**src/rtl/ft_pkg.sv**
```systemverilog
// Shared fault-tolerance definitions: restore FSM states and default sizing.
package ft_pkg;

    localparam int DATA_WIDTH_DEF  = 32;
    localparam int NUM_REGS_DEF    = 32;
    localparam int ACK_TIMEOUT_DEF = 64;

    localparam logic [7:0] RESTORE_CNT_MAX = 8'd255;

    typedef enum logic [2:0] {
        ST_IDLE,
        ST_HALT,
        ST_COPY,
        ST_RELEASE,
        ST_FAIL
    } restore_state_t;

endpackage

```
**src/rtl/sgpr_restore.sv**
```systemverilog
// Lockstep recovery: on a comparator mismatch, halt both cores and copy shadow GPRs 1..N-1 back.
// Latency: first write 2 cycles after error_i when halt_ack_i is immediate; resume_o after NUM_REGS+1.
// Backpressure: waits on halt_ack_i (bounded by ACK_TIMEOUT, then sticky fail); copy is never stalled.
module sgpr_restore
    import ft_pkg::*;
#(
    parameter int DATA_WIDTH  = DATA_WIDTH_DEF,
    parameter int NUM_REGS    = NUM_REGS_DEF,
    parameter int ACK_TIMEOUT = ACK_TIMEOUT_DEF,
    localparam int AW         = $clog2(NUM_REGS)
) (
    input  logic                  clk,
    input  logic                  rst_n,
    input  logic                  error_i,
    output logic                  halt_req_o,
    input  logic                  halt_ack_i,
    output logic [AW-1:0]         raddr_o,
    input  logic [DATA_WIDTH-1:0] rdata_i,
    output logic                  we_o,
    output logic [AW-1:0]         waddr_o,
    output logic [DATA_WIDTH-1:0] wdata_o,
    output logic                  busy_o,
    output logic                  resume_o,
    output logic                  fail_o,
    output logic [7:0]            restore_cnt_o
);

    localparam int TW = $clog2(ACK_TIMEOUT + 1);
    localparam logic [AW-1:0] LAST_IDX = AW'(NUM_REGS - 1);
    localparam logic [TW-1:0] TIMER_LAST = TW'(ACK_TIMEOUT - 1);

    restore_state_t state, state_nxt;
    logic [AW-1:0]  index, index_nxt;
    logic [TW-1:0]  timer, timer_nxt;
    logic           halt_nxt;
    logic           resume_nxt;
    logic [7:0]     cnt_nxt;

    always_ff @(posedge clk or negedge rst_n) begin
        if (!rst_n) begin
            state         <= ST_IDLE;
            index         <= '0;
            timer         <= '0;
            halt_req_o    <= 1'b0;
            resume_o      <= 1'b0;
            restore_cnt_o <= 8'd0;
        end else begin
            state         <= state_nxt;
            index         <= index_nxt;
            timer         <= timer_nxt;
            halt_req_o    <= halt_nxt;
            resume_o      <= resume_nxt;
            restore_cnt_o <= cnt_nxt;
        end
    end

    always_comb begin
        state_nxt  = state;
        index_nxt  = '0;
        timer_nxt  = timer;
        resume_nxt = 1'b0;
        cnt_nxt    = restore_cnt_o;
        case (state)
            ST_IDLE: begin
                timer_nxt = '0;
                if (error_i) state_nxt = ST_HALT;
            end
            ST_HALT: begin
                if (halt_ack_i) begin
                    state_nxt = ST_COPY;
                    index_nxt = AW'(1);
                end else begin
                    timer_nxt = timer + TW'(1);
                    if (timer == TIMER_LAST) state_nxt = ST_FAIL;
                end
            end
            ST_COPY: begin
                if (index == LAST_IDX) begin
                    state_nxt  = ST_RELEASE;
                    resume_nxt = 1'b1;
                    if (restore_cnt_o != RESTORE_CNT_MAX) cnt_nxt = restore_cnt_o + 8'd1;
                end else begin
                    index_nxt = index + AW'(1);
                end
            end
            ST_RELEASE: begin
                if (!halt_ack_i) state_nxt = ST_IDLE;
            end
            ST_FAIL: state_nxt = ST_FAIL;
            default: state_nxt = ST_IDLE;
        endcase
        // Registered so halt_req_o is glitch-free toward both cores.
        halt_nxt = (state_nxt == ST_HALT) || (state_nxt == ST_COPY) || (state_nxt == ST_FAIL);
    end

    always_comb begin
        raddr_o = '0;
        waddr_o = '0;
        wdata_o = '0;
        we_o    = 1'b0;
        if (state == ST_COPY) begin
            raddr_o = index;
            waddr_o = index;
            wdata_o = rdata_i;
            we_o    = 1'b1;
        end
    end

    assign busy_o = (state != ST_IDLE);
    assign fail_o = (state == ST_FAIL);

endmodule

```
**config.mk**
```make
export PLATFORM = sky130hd
export DESIGN_NAME = sgpr_restore
export DESIGN_NICKNAME = d
export VERILOG_FILES = /design/src/rtl/ft_pkg.sv /design/src/rtl/sgpr_restore.sv
export SDC_FILE = /design/constraint.sdc
export NUM_CORES = 1
export LEC_CHECK = 0
export CAP_MARGIN = 10
export CORE_UTILIZATION = 39
export DETAILED_ROUTE_END_ITERATION = 6
export PLACE_DENSITY = 0.8
export SKIP_CTS_REPAIR_TIMING = 1
export SYNTH_ARGS = -nofsm -noshare
export SYNTH_HDL_FRONTEND = slang
export SYNTH_SLANG_ARGS = --single-unit
```
**constraint.sdc**
```tcl
create_clock -name clk -period 2.7 [get_ports clk]
set_clock_uncertainty 0.05 [all_clocks]
set_input_delay 0.405 -clock clk [delete_from_list [all_inputs] [get_ports clk]]
set_output_delay 0.405 -clock clk [all_outputs]
set_load 0.01 [all_outputs]
```
; After elaboration in Yosys (flattened, before gate mapping)
; Index checks and enable logic that the tools add are counted.
[classes]
add_sub_neg = 3
mul = 0
div_mod_pow = 0
n_lt_le_gt_ge = 0
n_eq_ne = 11
shifts = 0
mux = 16
bitwise_logic = 0
n_reduce_logical = 7
[ops]
columns = op, n
row1 = 32-bit two-way mux, 1
row2 = 3-bit two-way mux, 5
row3 = 3-bit case mux with 5 select lines, 1
row4 = 7-bit case mux with 2 select lines, 1
row5 = 5-bit two-way mux, 2
row6 = 5-bit case mux with 2 select lines, 1
row7 = "3-bit by 2-bit == test with 1-bit output, second input constant", 3
row8 = "8-bit by 1-bit adder with 8-bit output, second input constant", 1
row9 = "8-bit inequality test, second input constant", 1
row10 = "7-bit by 1-bit adder with 7-bit output, second input constant", 1
row11 = "7-bit by 6-bit == test with 1-bit output, second input constant", 1
row12 = 7-bit two-way mux, 1
row13 = "3-bit by 1-bit == test with 1-bit output, second input constant", 2
row14 = "3-bit == test, second input constant", 2
row15 = "5-bit by 1-bit adder with 5-bit output, second input constant", 1
row16 = "5-bit == test, second input constant", 1
row17 = 1-bit two-way mux, 4
row18 = 3-bit logical NOT, 1
row19 = 3-bit AND reduction, 1
row20 = 3-bit nonzero test, 1
row21 = 1-bit logical OR, 2
row22 = "2-bit inequality test, second input constant", 1
row23 = 2-bit AND reduction, 1
row24 = 2-bit nonzero test, 1
[totals]
ff_bits = 25
latchBits = 0
mem_bits_rw = 0
mem_bits_ro = 0
inputBits = 36
out_inout_bits = 55
mem_count = 0

; Longest topological paths before layout
[logic_depth]
word_depth = 7
ltp_mapped = 8
ltp_nobuf = 7

; Least setup slack after synthesis
; Ideal clock, no wire load.
[synth_timing]
path_kind = register -> register
start = reg index[0]
end = reg restore_cnt_o[6]
setup_time_ns = 0.128
t_arrival_ns = 1.730
path_slack_ns = 0.792
path_stages_with_launch = 8
n_path_buf = 1
synth_period_minus_slack_ns = 1.908
cell_sequence = dfrtp_1 ha_1 and3_1 ha_1 nand4bb_1 buf_2 nor4_2 mux2_1
[synth_between]
elab_chain_len = 2
[synth_rtl]
columns = item, line
row1 = from (decl), sgpr_restore.sv:33  ; logic [AW-1:0] index, index_nxt;
row2 = from (signal assigned), sgpr_restore.sv:49  ; index <= index_nxt;
row3 = 5-bit == test, sgpr_restore.sv:78  ; if (index == LAST_IDX) begin
row4 = 3-bit AND reduction (no source line), -
row5 = to (signal assigned), sgpr_restore.sv:53  ; restore_cnt_o <= cnt_nxt;
row6 = to (decl), sgpr_restore.sv:25  ; output logic [7:0] restore_cnt_o
; No other way between the ends.
; A chain may end at the register's enable or synchronous reset.

; Final worst setup path
[layout_timing]
start = reg state[0]
end = out raddr_o[3]
[layout_between]
elab_chain_len = 2
[layout_rtl]
columns = item, line
row1 = from (decl), sgpr_restore.sv:32  ; restore_state_t state, state_nxt;
row2 = from (signal assigned), sgpr_restore.sv:48  ; state <= state_nxt;
row3 = 3-bit by 2-bit == test with 1-bit output, sgpr_restore.sv:101  ; if (state == ST_COPY) begin
row4 = 5-bit two-way mux, sgpr_restore.sv:101
row5 = to (decl), sgpr_restore.sv:17  ; output logic [AW-1:0] raddr_o,
; No other way between the ends.

==> results.ini <==
[layout]
final_cell_mix=clkdlybuf4s50_1, and2_1, dfrtp_1
layout_commonest_cell=clkdlybuf4s50_1
layout-drive-gt1-share=0.0618
syn2layout_area_growth_pct=58.5
final_nets=300
antenna_cells=0
layout.cells.non_filler=309

[synth]
syn-num-nets=215
yosys_most_used_dff=dfrtp_1
synth_area_leaders=dfrtp_1, and2_1, mux2i_1, nand2_1, ha_1
synth-seq-cells=25
yosysUniqueCellTypes=43
syn_area_sq_um=1650
synth_seq_area_share=0.380
ys_async_sr_fraction=1.00
syn_inst=175
syn_area_per_cell_sq_um=9.42
synth_top_cell_by_area=dfrtp_1
ys.warnings.count=0
synth_top_cell_area_share=0.380
synth_edf_count=0

[worst_setup_path]
required_ns=2.25
reg2reg_depth=6
cp.arrival_ns=2.02
path_cells=nand2b_1 > nor2_1 > buf_4 > and2_1 > clkdlybuf4s50_1
crit_cells=5
r2r_start=index[0]$_DFF_PN0_
critPathLaunch=state[0]$_DFF_PN0_
crit_family=buffers and inverters
path_buf_inv=2
start_kind=register
cp-end-kind=output pin
path_class=register to output pin
path_max_fanout=40
max_stage_delay_ns=0.54
slowest_stage=clkdlybuf4s50_1

[detailed_routing]
drc=0
wirelength_microns=4170
drt_iter0_markers=37
via_per_inst=4.85
ant_nets=0
wl_per_cell_microns=13.5
via_count=1498
dr.pass1.iters=4

[power_and_ir_drop]
powerDensity_nw_per_um2=605
power.switching_w=0.000570
power_frac_seq=0.294
ir_drop_uv=405
power_switching_share=0.361
p_clk_frac=0.145
p_int_w=0.00101
p_comb_frac=0.561
leakage_nw=1.11

[die]
die_h_microns=67
die_area_sq_um=4490
initial_core_util=0.409
num_rows=23
io_pins=91
core_sq_um=4030
die_w_microns=67

[place]
dp_hpwl_microns=3140
gp_congestion=0.826
io_buffers=90
dp_cells=305

[global_routing]
grt_pass1_vias=1377
grtUsageMet3=0.0428
grt_max_degree=41
grt_pass1_wl_microns=6460
antenna_found_initial=0
busiest_layer=met2
track_usage=0.188
grtUsageMet1=0.261
grt-ovfl-total=0
use_met2=0.291

[sta]
period_minus_slack_ns=2.47
tightestPinTransition_ns=0.396
grt_setup_unrepaired=no
tns_ns=0
period_share=0.916
setup-violations-final=0
relSlewSlack=0.729
report.final.slew_viol_count=0
hold_viol_final=0
max_freq_mhz=404

[clock_tree]
cts.sinks=25
clockBufferDepth=2
cts_buffers=3
cts_tree=done
clk_latency_ns=0.27
clk_pin_slew_ns=0.09
htreeDepth=1
clock_tree.root_cell=clkbuf_8

[status]
outcome=completed

[flow_run]
cap_viol_max_count=0

[worst_hold_path]
min_path_type=input port to async pin

[routing by layer]
metal	wire length [microns]	part of all wire	up-vias
met4	29	0.0070	0
met2	2050	0.49	24
met3	121	0.029	4
met5	0	0	-
li1	-	-	767
met1	1970	0.47	703
[per-stage QoR]
step	hold WS (ns)	worst slack [ns]	area (sq um)	utilization	power [W]
4_1_cts	0.444	0.218	2610	0.648	0.00159
5_1_grt	0.451	0.0932	2610	0.648	0.00169
3_5_place_dp	0.470	0.434	2560	0.636	0.00136
2_1_floorplan	0.0594	0.792	1650	-	0.000928
3_3_place_gp	0.455	0.467	2560	0.636	0.00135
6_report	0.435	0.228	2610	0.648	0.00158
[registers in the layout, summed over array words and instances, names as in the netlist]
name	cells
resume_o	1
state	3
index	5
restore_cnt_o	8
timer	7
halt_req_o	1
[final cells by class]
class / instances / area, sq um
clock buffer: 3 / 41.3
clock inverter: 1 / 7.51
fill: 351 / 1420
inverter: 4 / 15.0
multi-input combinational: 131 / 922
sequential: 25 / 626
tap: 50 / 62.6
timing repair buffer: 95 / 938
[worst reg2reg max path, cell delays in order (launching register included)]
cell	delay (ns)
dfrtp_1	0.40
ha_1	0.19
and3_1	0.17
ha_1	0.28
nand4bb_1	0.37
nor4_2	0.36
mux2_1	0.35
[final timing paths]
path	to	slack (ns)
max	raddr_o[3]	0.23
min	halt_req_o$_DFF_PN0_	0.43
max reg2reg	restore_cnt_o[6]$_DFFE_PN0P_	0.43
min reg2reg	restore_cnt_o[5]$_DFFE_PN0P_	0.47
max in group asynchronous	state[2]$_DFF_PN0_	1.92
min in group clk	restore_cnt_o[5]$_DFFE_PN0P_	0.47
[logic make-up after synthesis]
| logic type | synth area share |
|---|---|
| AO/OA/AOI/OAI | 0.0911 |
| XOR/XNOR | 0.0319 |
| AND/OR/NAND/NOR | 0.356 |
| multiplexers | 0.0501 |
| adder cells (fa/ha/maj) | 0.0304 |
| flip-flops | 0.380 |
| buffers and inverters | 0.0607 |
[synthesized netlist by cell type (5+ instances only)]
| cell | number |
|---|---|
| a21oi_1 | 5 |
| and2_1 | 39 |
| buf_4 | 5 |
| clkbuf_1 | 7 |
| dfrtp_1 | 25 |
| mux2i_1 | 6 |
| nand2_1 | 15 |
| nand2b_1 | 6 |
| nand3_1 | 5 |
[power groups by stage]
| stage | Combinational [W] | Clock (W) | Sequential, W |
|---|---|---|---|
| CTS | 0.000895 | 0.000233 | 0.000465 |
| global placement | 0.000880 | 0 | 0.000469 |
| floorplan | 0.000456 | 0 | 0.000471 |
| global route | 0.000975 | 0.000247 | 0.000472 |
| finish | 0.000887 | 0.000229 | 0.000465 |
| detailed placement | 0.000892 | 0 | 0.000472 |
Power figures use the tool's default switching activity.
